--- config.mk ---
export PLATFORM = sky130hd
export DESIGN_NAME = gp_reg_arbiter
export DESIGN_NICKNAME = d
export VERILOG_FILES = /design/src/rtl/gp_reg_arbiter.sv
export SDC_FILE = /design/constraint.sdc
export NUM_CORES = 1
export LEC_CHECK = 0
export BUFFER_PORTS_ARGS = -buffer_cell sky130_fd_sc_hd__buf_2
export CORE_ASPECT_RATIO = 0.5
export CORE_MARGIN = 4
export CORE_UTILIZATION = 35
export DETAILED_ROUTE_END_ITERATION = 10
export HOLD_SLACK_MARGIN = 0.1
export PLACE_DENSITY = 0.63
export RECOVER_POWER = 25
export SLEW_MARGIN = 20
export SYNTH_ARGS = -nofsm -noshare
export SYNTH_HDL_FRONTEND = slang
export SYNTH_SLANG_ARGS = --single-unit
--- constraint.sdc ---
create_clock -name sysclk -period 2.91 [get_ports sysclk]
set_clock_uncertainty 0.15 [all_clocks]
set_input_delay 0 -clock sysclk [delete_from_list [all_inputs] [get_ports sysclk]]
set_output_delay 0 -clock sysclk [all_outputs]
set_load 0.02 [all_outputs]
--- src/rtl/gp_reg_arbiter.sv ---
// gp_reg_arbiter: shares one bank of general-purpose registers between two
// requesters (A and B). A request is granted with round-robin priority, then
// sequenced as setup (GRANT), write strobe (STROBE), hold (RELEASE) and a
// one-cycle acknowledge (ACK). Every output comes straight from a flop that is
// loaded together with the FSM state, so outputs always describe the current
// state.
module gp_reg_arbiter #(
    parameter int bus_width  = 15,
    parameter int NUM_REGS   = 4,
    parameter int ADDR_W     = 2,
    parameter int STROBE_CYC = 2
) (
    input  logic                              sysclk,
    input  logic                              reset,
    input  logic                              req_a,
    input  logic                              we_a,
    input  logic [ADDR_W-1:0]                 addr_a,
    input  logic [bus_width:0]                wdata_a,
    output logic                              ack_a,
    output logic [bus_width:0]                rdata_a,
    input  logic                              req_b,
    input  logic                              we_b,
    input  logic [ADDR_W-1:0]                 addr_b,
    input  logic [bus_width:0]                wdata_b,
    output logic                              ack_b,
    output logic [bus_width:0]                rdata_b,
    output logic [NUM_REGS-1:0]               reg_sel,
    output logic                              wrb,
    output logic [bus_width:0]                reg_din,
    input  logic [NUM_REGS*(bus_width+1)-1:0] reg_dout,
    output logic                              busy
);

    localparam int DW    = bus_width + 1;
    localparam int CNT_W = 4;

    typedef enum logic [2:0] {
        ST_IDLE    = 3'd0,
        ST_GRANT   = 3'd1,
        ST_STROBE  = 3'd2,
        ST_RELEASE = 3'd3,
        ST_ACK     = 3'd4
    } state_t;

    state_t             state_q, state_d;
    logic [CNT_W-1:0]   cnt_q, cnt_d;
    logic               last_b_q, last_b_d;   // 1: B was granted last
    logic               win_b_q, win_b_d;     // 1: current transaction is B's
    logic               we_q, we_d;
    logic [ADDR_W-1:0]  addr_q, addr_d;
    logic [DW-1:0]      wdata_q, wdata_d;

    logic [NUM_REGS-1:0] sel_q, sel_d;
    logic                wrb_q, wrb_d;
    logic [DW-1:0]       din_q, din_d;
    logic                ack_a_q, ack_a_d;
    logic                ack_b_q, ack_b_d;
    logic [DW-1:0]       rdata_a_q, rdata_a_d;
    logic [DW-1:0]       rdata_b_q, rdata_b_d;
    logic                busy_q, busy_d;

    // Arbitration: a lone requester wins; on a tie the side not granted last wins.
    logic                pick_b;
    logic                cand_we;
    logic [ADDR_W-1:0]   cand_addr;
    logic [DW-1:0]       cand_wdata;
    logic [NUM_REGS-1:0] cand_hot;
    logic [NUM_REGS-1:0] cur_hot;
    logic [DW-1:0]       dout_slice [NUM_REGS];
    logic [DW-1:0]       rd_slice;

    assign pick_b     = req_b & (~req_a | ~last_b_q);
    assign cand_we    = pick_b ? we_b    : we_a;
    assign cand_addr  = pick_b ? addr_b  : addr_a;
    assign cand_wdata = pick_b ? wdata_b : wdata_a;

    // One-hot decode; an out-of-range address decodes to all zeros, which
    // automatically suppresses both the select and the write strobe.
    for (genvar gi = 0; gi < NUM_REGS; gi++) begin : g_decode
        assign cand_hot[gi]   = (cand_addr == ADDR_W'(gi));
        assign cur_hot[gi]    = (addr_q == ADDR_W'(gi));
        assign dout_slice[gi] = reg_dout[gi*DW +: DW];
    end

    // Read-back mux for the latched address; zero when out of range.
    always_comb begin
        rd_slice = '0;
        for (int i = 0; i < NUM_REGS; i++) begin
            if (cur_hot[i]) begin
                rd_slice = dout_slice[i];
            end
        end
    end

    // Next-state and next-output logic for the transaction sequencer.
    always_comb begin
        state_d   = state_q;
        cnt_d     = cnt_q;
        last_b_d  = last_b_q;
        win_b_d   = win_b_q;
        we_d      = we_q;
        addr_d    = addr_q;
        wdata_d   = wdata_q;
        sel_d     = sel_q;
        wrb_d     = 1'b1;
        din_d     = din_q;
        ack_a_d   = 1'b0;
        ack_b_d   = 1'b0;
        rdata_a_d = rdata_a_q;
        rdata_b_d = rdata_b_q;
        busy_d    = busy_q;

        case (state_q)
            ST_IDLE: begin
                sel_d  = '0;
                busy_d = 1'b0;
                if (req_a || req_b) begin
                    state_d  = ST_GRANT;
                    win_b_d  = pick_b;
                    last_b_d = pick_b;
                    we_d     = cand_we;
                    addr_d   = cand_addr;
                    wdata_d  = cand_wdata;
                    sel_d    = cand_hot;
                    din_d    = cand_wdata;
                    busy_d   = 1'b1;
                end
            end
            ST_GRANT: begin
                state_d = ST_STROBE;
                cnt_d   = CNT_W'(STROBE_CYC - 1);
                wrb_d   = ~(we_q & (|sel_q));
            end
            ST_STROBE: begin
                if (cnt_q == '0) begin
                    state_d = ST_RELEASE;
                    if (!we_q) begin
                        if (win_b_q) begin
                            rdata_b_d = rd_slice;
                        end else begin
                            rdata_a_d = rd_slice;
                        end
                    end
                end else begin
                    cnt_d = cnt_q - CNT_W'(1);
                    wrb_d = ~(we_q & (|sel_q));
                end
            end
            ST_RELEASE: begin
                state_d = ST_ACK;
                sel_d   = '0;
                ack_a_d = ~win_b_q;
                ack_b_d = win_b_q;
            end
            ST_ACK: begin
                state_d = ST_IDLE;
                busy_d  = 1'b0;
            end
            default: begin
                state_d = ST_IDLE;
                sel_d   = '0;
                busy_d  = 1'b0;
            end
        endcase
    end

    // State, latched request and output registers; reset drops any transaction.
    always_ff @(posedge sysclk or negedge reset) begin
        if (!reset) begin
            state_q   <= ST_IDLE;
            cnt_q     <= '0;
            last_b_q  <= 1'b1;
            win_b_q   <= 1'b0;
            we_q      <= 1'b0;
            addr_q    <= '0;
            wdata_q   <= '0;
            sel_q     <= '0;
            wrb_q     <= 1'b1;
            din_q     <= '0;
            ack_a_q   <= 1'b0;
            ack_b_q   <= 1'b0;
            rdata_a_q <= '0;
            rdata_b_q <= '0;
            busy_q    <= 1'b0;
        end else begin
            state_q   <= state_d;
            cnt_q     <= cnt_d;
            last_b_q  <= last_b_d;
            win_b_q   <= win_b_d;
            we_q      <= we_d;
            addr_q    <= addr_d;
            wdata_q   <= wdata_d;
            sel_q     <= sel_d;
            wrb_q     <= wrb_d;
            din_q     <= din_d;
            ack_a_q   <= ack_a_d;
            ack_b_q   <= ack_b_d;
            rdata_a_q <= rdata_a_d;
            rdata_b_q <= rdata_b_d;
            busy_q    <= busy_d;
        end
    end

    assign reg_sel = sel_q;
    assign wrb     = wrb_q;
    assign reg_din = din_q;
    assign ack_a   = ack_a_q;
    assign ack_b   = ack_b_q;
    assign rdata_a = rdata_a_q;
    assign rdata_b = rdata_b_q;
    assign busy    = busy_q;

endmodule

[Word level (Yosys, flattened, before mapping)]
Cells that the tools add are included.
Cells by class
  shifts and indexed selects: 0
  bitwise gates (word level): 8
  order comparisons: 0
  reduce and logical (&&, ||, !) cells: 14
  muxes and demuxes: 20
  multiply operators: 0
  div/mod/pow operators: 0
  add/subtract/negate cells: 1
  equality and inequality tests: 13
Operators by type and width (number)
  $mux 16: 5
  $pmux 4 s2: 2
  $pmux 3 s4: 1
  $eq 2x2->1 const B: 4
  $mux 4: 2
  $reduce_and 4->1: 2
  $eq 3x2->1 const B: 2
  $mux 3: 2
  $ne 2x2->1 const B: 3
  $reduce_and 2->1: 3
  $reduce_or 3->1: 2
  $mux 1: 5
  $not 1->1: 5
  $eq 2x1->1 const B: 2
  $logic_not 2->1: 2
  $logic_not 4->1: 1
  $pmux 1 s2: 2
  $reduce_or 4->1: 1
  $sub 4x1->4 const B: 1
  $eq 3x1->1 const B: 1
  $eq 3x3->1 const B: 1
  $logic_not 3->1: 1
  $and 1x1->1: 2
  $mux 2: 1
  3 further kinds: 3
Storage, ports and cells
  flip-flop bits (word level): 68
  memories: 0
  latch bits: 0
  ROM bits: 0
  bits in writable memories: 0
  output and inout port bits: 56
  bits of input ports: 106

[Longest topological paths before layout]
Gate-level depths: netlist of the first run.
  depth after elaboration: 7
  gate-level depth with buffers: 8
  depth with buffers taken out: 6

[Worst setup path after synthesis of the first run]
OpenSTA, ideal clock, no wires.
  path type: flip-flop to flip-flop
  start: reg cnt_q[0]
  end: reg rdata_b_q[10] (netlist: rdata_b[10])
  setup time: 125 ps
  path buffers: 2
  data required time: 2635 ps
  setup slack: 707 ps
  period minus slack after synthesis: 2203 ps
  data arrival time: 1928 ps
  cell stages (with the launch flop): 9
  cells stage by stage: dfrtp_1 -> inv_1 -> ha_1 -> nor3b_4 -> nand3_2 -> or3b_1 -> buf_6 -> buf_12 -> mux2_4
Between the ends
  word-level cells in the longest chain between the ends: 2
Ends and longest elaborated chain
  start: declaration: line 46  | logic [CNT_W-1:0] cnt_q, cnt_d;
  start signal: assignment: line 187  | cnt_q <= cnt_d;
  $logic_not 4->1: line 135  | if (cnt_q == '0) begin
  $reduce_and 4->1 (no line)
  end signal: assignment: line 199  | rdata_b_q <= rdata_b_d;
  end: declaration: line 59  | logic [DW-1:0] rdata_b_q, rdata_b_d;
Every way passes these cells.
A chain may end at the register's enable or synchronous reset.

[Final worst setup path of the first run]
  start: in req_b
  end: reg sel_q[1] (netlist: reg_sel[1])
Between the ends
  word-level cells in the longest chain between the ends: 5
  elaborated cells between the ends (all ways): 6
Ends and longest elaborated chain
  start: declaration: line 21  | input logic req_b,
  $and 1x1->1: line 72  | assign pick_b = req_b & (~req_a | ~last_b_q);
  $mux 2: line 74  | assign cand_addr = pick_b ? addr_b : addr_a;
  $eq 2x1->1: line 80  | assign cand_hot[gi] = (cand_addr == ADDR_W'(gi));
  $mux 4 *: line 117  | if (req_a || req_b) begin
  $pmux 4 s2 *: line 113  | case (state_q)
  end signal: assignment: line 193  | sel_q <= sel_d;
  end: declaration: line 53  | logic [NUM_REGS-1:0] sel_q, sel_d;
Every way passes the cells marked *; elsewhere a longest branch is shown, timed or not.

==> implementation parameters, run 1 <==
Parameter                              Value

Routing
  First DRT Iteration DRCs    129
  Per-cell routed wire length    15.4 um
  First-pass DRT Iterations    4
  Post-detailed-routing wire length    9550 um
  Number of vias per cell after detailed routing    4.81
  Post-detailed-route count of antenna-violating nets    0
  Via count    2981
  Final routed DRC violation total    0

Placed design
  Placer's final routability congestion estimate    0.770
  Post-DP HPWL    6450 um
  Number of I/O port buffers    161

GRT
  Total congestion overflow after global routing    0
  Number of antenna violations at the first check in global routing    0
  Via count of the first global-routing pass    3154
  Pin count of the biggest net entering global routing    69
  Global routing usage summed across all routing layers    17.5%
  First-pass GRT wire length    15800 um

Logic synthesis
  Syn Area/Cell    13.1 um2
  Flip-flop and latch count after synthesis    68
  Summed instance area of the synthesized netlist    3320 um2
  Most used flip-flop cell after synthesis    dfrtp_1
  Part of the Yosys area used for sequential elements    51.3%
  Fraction of the mapped netlist area in adder cells    0.754%
  Main combinational cell family by area after synthesis    multiplexers
  Library cell with the largest summed area after synthesis    dfrtp_1
  Share of async-settable or async-resettable flops after synthesis    100%
  Portion of netlist area occupied by mux cells    28.6%
  Count of warnings emitted by yosys    0
  Cells after synthesis    253
  Simple-gate area share of the yosys netlist    7.46%
  Synth top area share    49.7%
  Synth Area in Compound Gates    8.06%
  Post-synth net total    361
  Post-synth EDFFs    0
  Unique cell type count in the Yosys netlist    42
  Xor and xnor area share after synthesis    0.528%
  Top area cells in the synthesized netlist    dfrtp_1 (50%), mux4_2 (11%), mux2_2 (7.5%)
  List of most frequent post-synthesis cells    dfrtp_1 (66), nand2_1 (29), o21ai_0 (23)
  Most instantiated library cell after synthesis    dfrtp_1

CTS
  Post-CTS clock slew at the launch and capture registers of the worst setup and hold paths    50 ps
  TritonCTS Sinks    68
  Worst-skew pair later-pin latency    320 ps
  H-tree depth    3
  TritonCTS clock tree    done
  Deepest clock path buffer count    2
  Cell at the root of the clock tree    clkbuf_16
  TritonCTS buffer count    9

Worst setup path
  Critical path arrival    2860 ps
  Crit Reg-Reg Endpoint    reg_sel[1]
  Maximum cell stage delay along the critical path    640 ps
  CP required    3010 ps
  WP buf/inv    5
  Critical path class    in2reg
  Reg-to-Reg Start    last_b_q
  Startpoint class of the critical path    input port
  Slowest library cell on the worst path    dlygate4sd3_1
  Reg2reg path depth    7
  Most used cell, CP    dlygate4sd3_1
  CP Capture Type    register
  Maximum fanout encountered on the critical timing path    12
  Setup slack of the worst register-to-register path    160 ps
  Critical path origin    req_b
  Cells along the critical path    dlygate4sd3_1 -> buf_2 -> a21boi_2 -> buf_4 -> mux2i_2 -> dlygate4sd3_1 -> nand2_1 -> dlygate4sd3_1 -> o2bb2ai_1
  Worst path top cell family by delay    buffers and inverters

Floorplan
  Die boundary height    76.9 um
  I/O pin count    162
  Initial standard-cell utilization of the core    37.0%
  Number of rows created at floorplan    24
  Core footprint    8980 um2
  Total die area    11200 um2
  Die X-Extent    146 um

Timing
  Final critical-path share of the clock period    95.0%
  Setup-failing EPs final    0
  Tightest Pin Transition    890 ps
  Accumulated negative setup slack    0 ps
  Final number of max-transition violations    0
  Max-slew headroom at the worst pin    40.7%
  Setup repair after global routing missed its margin    false
  Final min period    2760 ps
  Hold violation count in the final report    0
  Max frequency    362 MHz

Power and ir drop
  Peak ir drop on the vdd network    414 uV
  Overall power after layout    5630 uW
  P per Cell Area    1050 nW/um2
  Lkg Pwr    0.00248 uW

Cells and area
  Sequential standard cell area    1700 um2
  Fill cell total of the finished layout    745
  Footprint of the multi-input gates    1520 um2
  Final layout net count    606
  Share of post-route cells with drive strength above 1    39.0%
  Antenna diode count    0
  Post-synthesis to final-layout area growth    61.3%

Flow run
  Count of maximum capacitance violations    0

Status
  Outcome    finished clean

Min path
  Classification of the worst-slack hold path    in2async
## cells in the final DEF, fill, tap and decap left out, drive strengths merged, types with 2 or more instances in the layout
cell	synthesis	final
buf	8	122
dlygate4sd3	0	81
dfrtp	66	66
clkbuf	9	57
mux2	32	32
nand2	29	29
o21ai	24	24
mux2i	19	19
mux4	16	16
a21oi	5	5
inv	4	5
nor2	4	4
nor3	4	4
a32o	3	3
bufinv	0	3
o21a	2	2
xnor2	2	2
a22o	2	2
a21o	2	2
ha	2	2
clkinv	0	2
dfstp	2	2
or3b	2	2
nand3	2	2
## how the worst max path moves through the flow
stage / endpoint / slack, ps / cells after the start
final: reg_sel[1] / 150 / 9
after global routing: reg_sel[1] / 40 / 9
after CTS: reg_sel[1] / 80 / 7
after detailed placement: rdata_b[11] / 340 / 6
after global placement: rdata_b[9] / 410 / 6
after floorplan: rdata_b[10] / 710 / 8
## final cells by class
class	count	share of cell area (%)
clock buffer	9	4.20
clock inverter	7	2.31
inverter	4	0.280
multi-input combinational	164	28.3
sequential	68	31.8
tap	117	2.73
timing repair buffer	251	30.3
## registers in the layout (all words and copies together), names as in the netlist
| register | flops |
|---|---|
| reg_sel | 4 |
| we_q | 1 |
| rdata_b | 16 |
| ack_a | 1 |
| addr_q | 2 |
| state_q | 3 |
| cnt_q | 4 |
| last_b_q | 1 |
| reg_din | 16 |
| win_b_q | 1 |
| wrb | 1 |
| rdata_a | 16 |
| busy | 1 |
| ack_b | 1 |
## per-stage QoR
| stage | hold WS (ps) | setup WS, ps | util, % | instances | instance area, um2 |
|---|---|---|---|---|---|
| 3_3_place_gp | 83.4 | 415 | 47.4 | 523 | 4250 |
| 2_1_floorplan | -446 | 707 | - | 253 | 3320 |
| 6_report | 268 | 146 | 59.7 | 620 | 5360 |
| 4_1_cts | 291 | 75.5 | 60.3 | 620 | 5410 |
| 3_5_place_dp | 92.2 | 345 | 47.4 | 523 | 4250 |
| 5_1_grt | 364 | 40.6 | 59.7 | 620 | 5360 |
## logic make-up after synthesis
logic type | Yosys count
AOI/OAI and AO/OA | 44
xor gates and xnor gates | 2
adders and majority gates | 2
buffers and inverters | 21
DFF | 68
muxes | 67
and+or+nand+nor | 49
## where the power goes
part           internal (uW)  switching [uW]
Combinational           1250            1370
Sequential              1410             341
Clock                    842             412
Total                   3500            2120
## worst reg2reg max path, stage by stage (launching register included)
cell and delay [ps]:
dfstp_2 380, a21boi_2 140, buf_4 260, mux2i_2 350, dlygate4sd3_1 640, nand2_1 50, dlygate4sd3_1 550, o2bb2ai_1 140
## metal layers
layer	GRT usage, %	share of wire, %	up-vias
met4	5.87	1.4	0
met5	0	0	-
met3	4.65	3.9	13
met1	19.6	39	1483
met2	32.7	56	64
li1	-	-	1421
## repair_timing
item	CTS	global route
gates resized for setup	0	1
buffers inserted	0	0
hold endpoints to repair	123	0
hold buffers	81	0
endpoints found under the setup margin	0	1
(Power assumes the default switching activity.)
==> run 2: changes to the inputs <==
--- a/config.mk
+++ b/config.mk
@@ -6,12 +6,13 @@
 export NUM_CORES = 1
 export LEC_CHECK = 0
 export BUFFER_PORTS_ARGS = -buffer_cell sky130_fd_sc_hd__buf_2
+export CELL_PAD_IN_SITES_DETAIL_PLACEMENT = 0
+export CELL_PAD_IN_SITES_GLOBAL_PLACEMENT = 2
 export CORE_ASPECT_RATIO = 0.5
-export CORE_MARGIN = 4
-export CORE_UTILIZATION = 35
+export CORE_UTILIZATION = 28
 export DETAILED_ROUTE_END_ITERATION = 10
 export HOLD_SLACK_MARGIN = 0.1
-export PLACE_DENSITY = 0.63
+export PLACE_DENSITY = 0.78
 export RECOVER_POWER = 25
 export SLEW_MARGIN = 20
 export SYNTH_ARGS = -nofsm -noshare
==> run 2 against run 1 <==
Effect of this change: critical path depth is 3 lower; clock-buffer cell count is 3 higher; via count fell by 1.9%; power shrank 3.3%; die area is 10% higher; core utilization down 12 points.
==> implementation parameters, run 2 (synthesis results as in run 1) <==
Parameter                              Value

Status
  Outcome    finished clean

Cells and area
  Share of post-route cells with drive strength above 1    38.7%
  Fill cell total of the finished layout    1116
  Final layout net count    604
  Post-synthesis to final-layout area growth    61.2%
  Highest-count cells in the layout ignoring fill and taps    buf_2 (113), dlygate4sd3_1 (79), dfrtp_1 (66)
  Most common cell after layout, fill and taps aside    buf_2
  Footprint of the multi-input gates    1510 um2
  Sequential standard cell area    1700 um2
  Antenna diode count    0

Worst setup path
  Worst path top cell family by delay    buffers and inverters
  Slowest library cell on the worst path    dlygate4sd3_1
  CP required    3020 ps
  Critical path class    reg2reg
  Maximum cell stage delay along the critical path    650 ps
  CP Capture Type    register
  Most used cell, CP    dlygate4sd3_1
  Startpoint class of the critical path    register
  Cells along the critical path    a21boi_2 -> mux2i_1 -> dlygate4sd3_1 -> nand2_1 -> dlygate4sd3_1 -> o2bb2ai_1
  Critical path arrival    2790 ps
  Maximum fanout encountered on the critical timing path    7
  WP buf/inv    2

Floorplan
  Total die area    12300 um2
  I/O pin count    162
  Die boundary height    79.0 um
  Number of rows created at floorplan    27
  Die X-Extent    156 um
  Initial standard-cell utilization of the core    29.5%
  Core footprint    11200 um2

Routing
  Number of vias per cell after detailed routing    4.43
  Post-detailed-routing wire length    8920 um
  First-pass DRT Iterations    4
  Final routed DRC violation total    0
  Per-cell routed wire length    13.5 um
  Via count    2923
  Post-detailed-route count of antenna-violating nets    0
  First DRT Iteration DRCs    112

CTS
  TritonCTS Sinks    68
  H-tree depth    3
  Cell at the root of the clock tree    clkbuf_16
  Count of buffers added by post-CTS timing repair for setup    0
  TritonCTS clock tree    done
  Cts repair resizes    0
  Deepest clock path buffer count    2
  TritonCTS buffer count    9
  Worst-skew pair later-pin latency    330 ps
  Post-CTS clock slew at the launch and capture registers of the worst setup and hold paths    50 ps

Placed design
  Worst setup slack after placement    324 ps
  Post-DP HPWL    6300 um
  Number of I/O port buffers    161
  Placer's final routability congestion estimate    0.729

GRT
  Total congestion overflow after global routing    0
  Number of antenna violations at the first check in global routing    0
  Via count of the first global-routing pass    3101
  First-pass GRT wire length    14800 um
  Pin count of the biggest net entering global routing    36
  Global routing usage summed across all routing layers    15.6%

Timing
  Setup repair after global routing missed its margin    false
  Hold violation count in the final report    0
  Accumulated negative setup slack    0 ps
  Final number of max-transition violations    0
  Tightest Pin Transition    869 ps
  Max-slew headroom at the worst pin    42.0%
  Final setup margin    223 ps
  Setup-failing EPs final    0
  Max frequency    372 MHz
  Final min period    2690 ps
  Final critical-path share of the clock period    92.3%

Power and ir drop
  Lkg Pwr    0.00246 uW
  P per Cell Area    1020 nW/um2
  Overall power after layout    5440 uW
  Peak ir drop on the vdd network    364 uV

Min path
  Classification of the worst-slack hold path    in2async

Flow run
  Count of maximum capacitance violations    0
run 2: cell types whose count changed in the layout (fill, tap and decap cells not counted), sizes merged:
cell         before  now
inv               5    4
clkbuf           57   60
bufinv            3    1
dlygate4sd3      81   79
run 2: worst reg2reg max path, cell delays in order (launching register included):
cell and delay, ps:
dfstp_2 370, a21boi_2 410, mux2i_1 260, dlygate4sd3_1 650, nand2_1 70, dlygate4sd3_1 560
o2bb2ai_1 140
run 2: metrics by stage:
step | cells | util, % | hold WS [ps] | instance area, um2
after floorplan | 253 | - | -446 | 3320
after global placement | 565 | 38.4 | -11.4 | 4320
after detailed placement | 565 | 38.4 | -3.22 | 4320
after CTS | 660 | 48.1 | 174 | 5410
after global routing | 660 | 47.6 | 245 | 5350
final | 660 | 47.6 | 158 | 5350
run 2: layer usage:
| metal | global-route usage [%] | vias to the layer above | share of wire (%) |
|---|---|---|---|
| met1 | 17.7 | 1429 | 42 |
| met4 | 7.06 | 0 | 1.7 |
| met2 | 28.3 | 63 | 53 |
| met5 | 0 | - | 0 |
| met3 | 3.55 | 15 | 3.7 |
| li1 | - | 1416 | - |
run 2: final timing paths:
| kind | endpoint | from | slack, ps | depth (start not counted) |
|---|---|---|---|---|
| worst max-delay path | reg_sel[1] | last_b_q | 220 | 6 |
| worst min-delay path | reg_din[2] | reset | 160 | 2 |
| worst max register to register | reg_sel[1] | last_b_q | 220 | 6 |
| worst min register to register | reg_din[1] | reg_din[1] | 330 | 2 |
| max in group asynchronous | last_b_q | reset | 1720 | 3 |
| min in group sysclk | reg_din[1] | reg_din[1] | 330 | 2 |
run 2: layout make-up:
type                    count  area share, %
clock buffers              12           4.79
clock inverters             4          0.888
inverters                   4          0.281
multi-input cells         164           28.3
flip-flops and latches     68           31.8
well taps                 159           3.72
repair buffers            249           30.2
run 2: repair_timing:
action                                  CTS  global route
hold buffers                             79             0
endpoints found under the setup margin    0             0
hold endpoints to repair                 93             0
run 2: power by group:
part | total (uW) | leakage [uW] | internal (uW) | switching (uW)
Combinational | 2580 | 0.00149 | 1240 | 1340
Clock | 1100 | 0.000149 | 707 | 398
Sequential | 1760 | 0.000823 | 1410 | 351
Total | 5440 | 0.00246 | 3360 | 2090
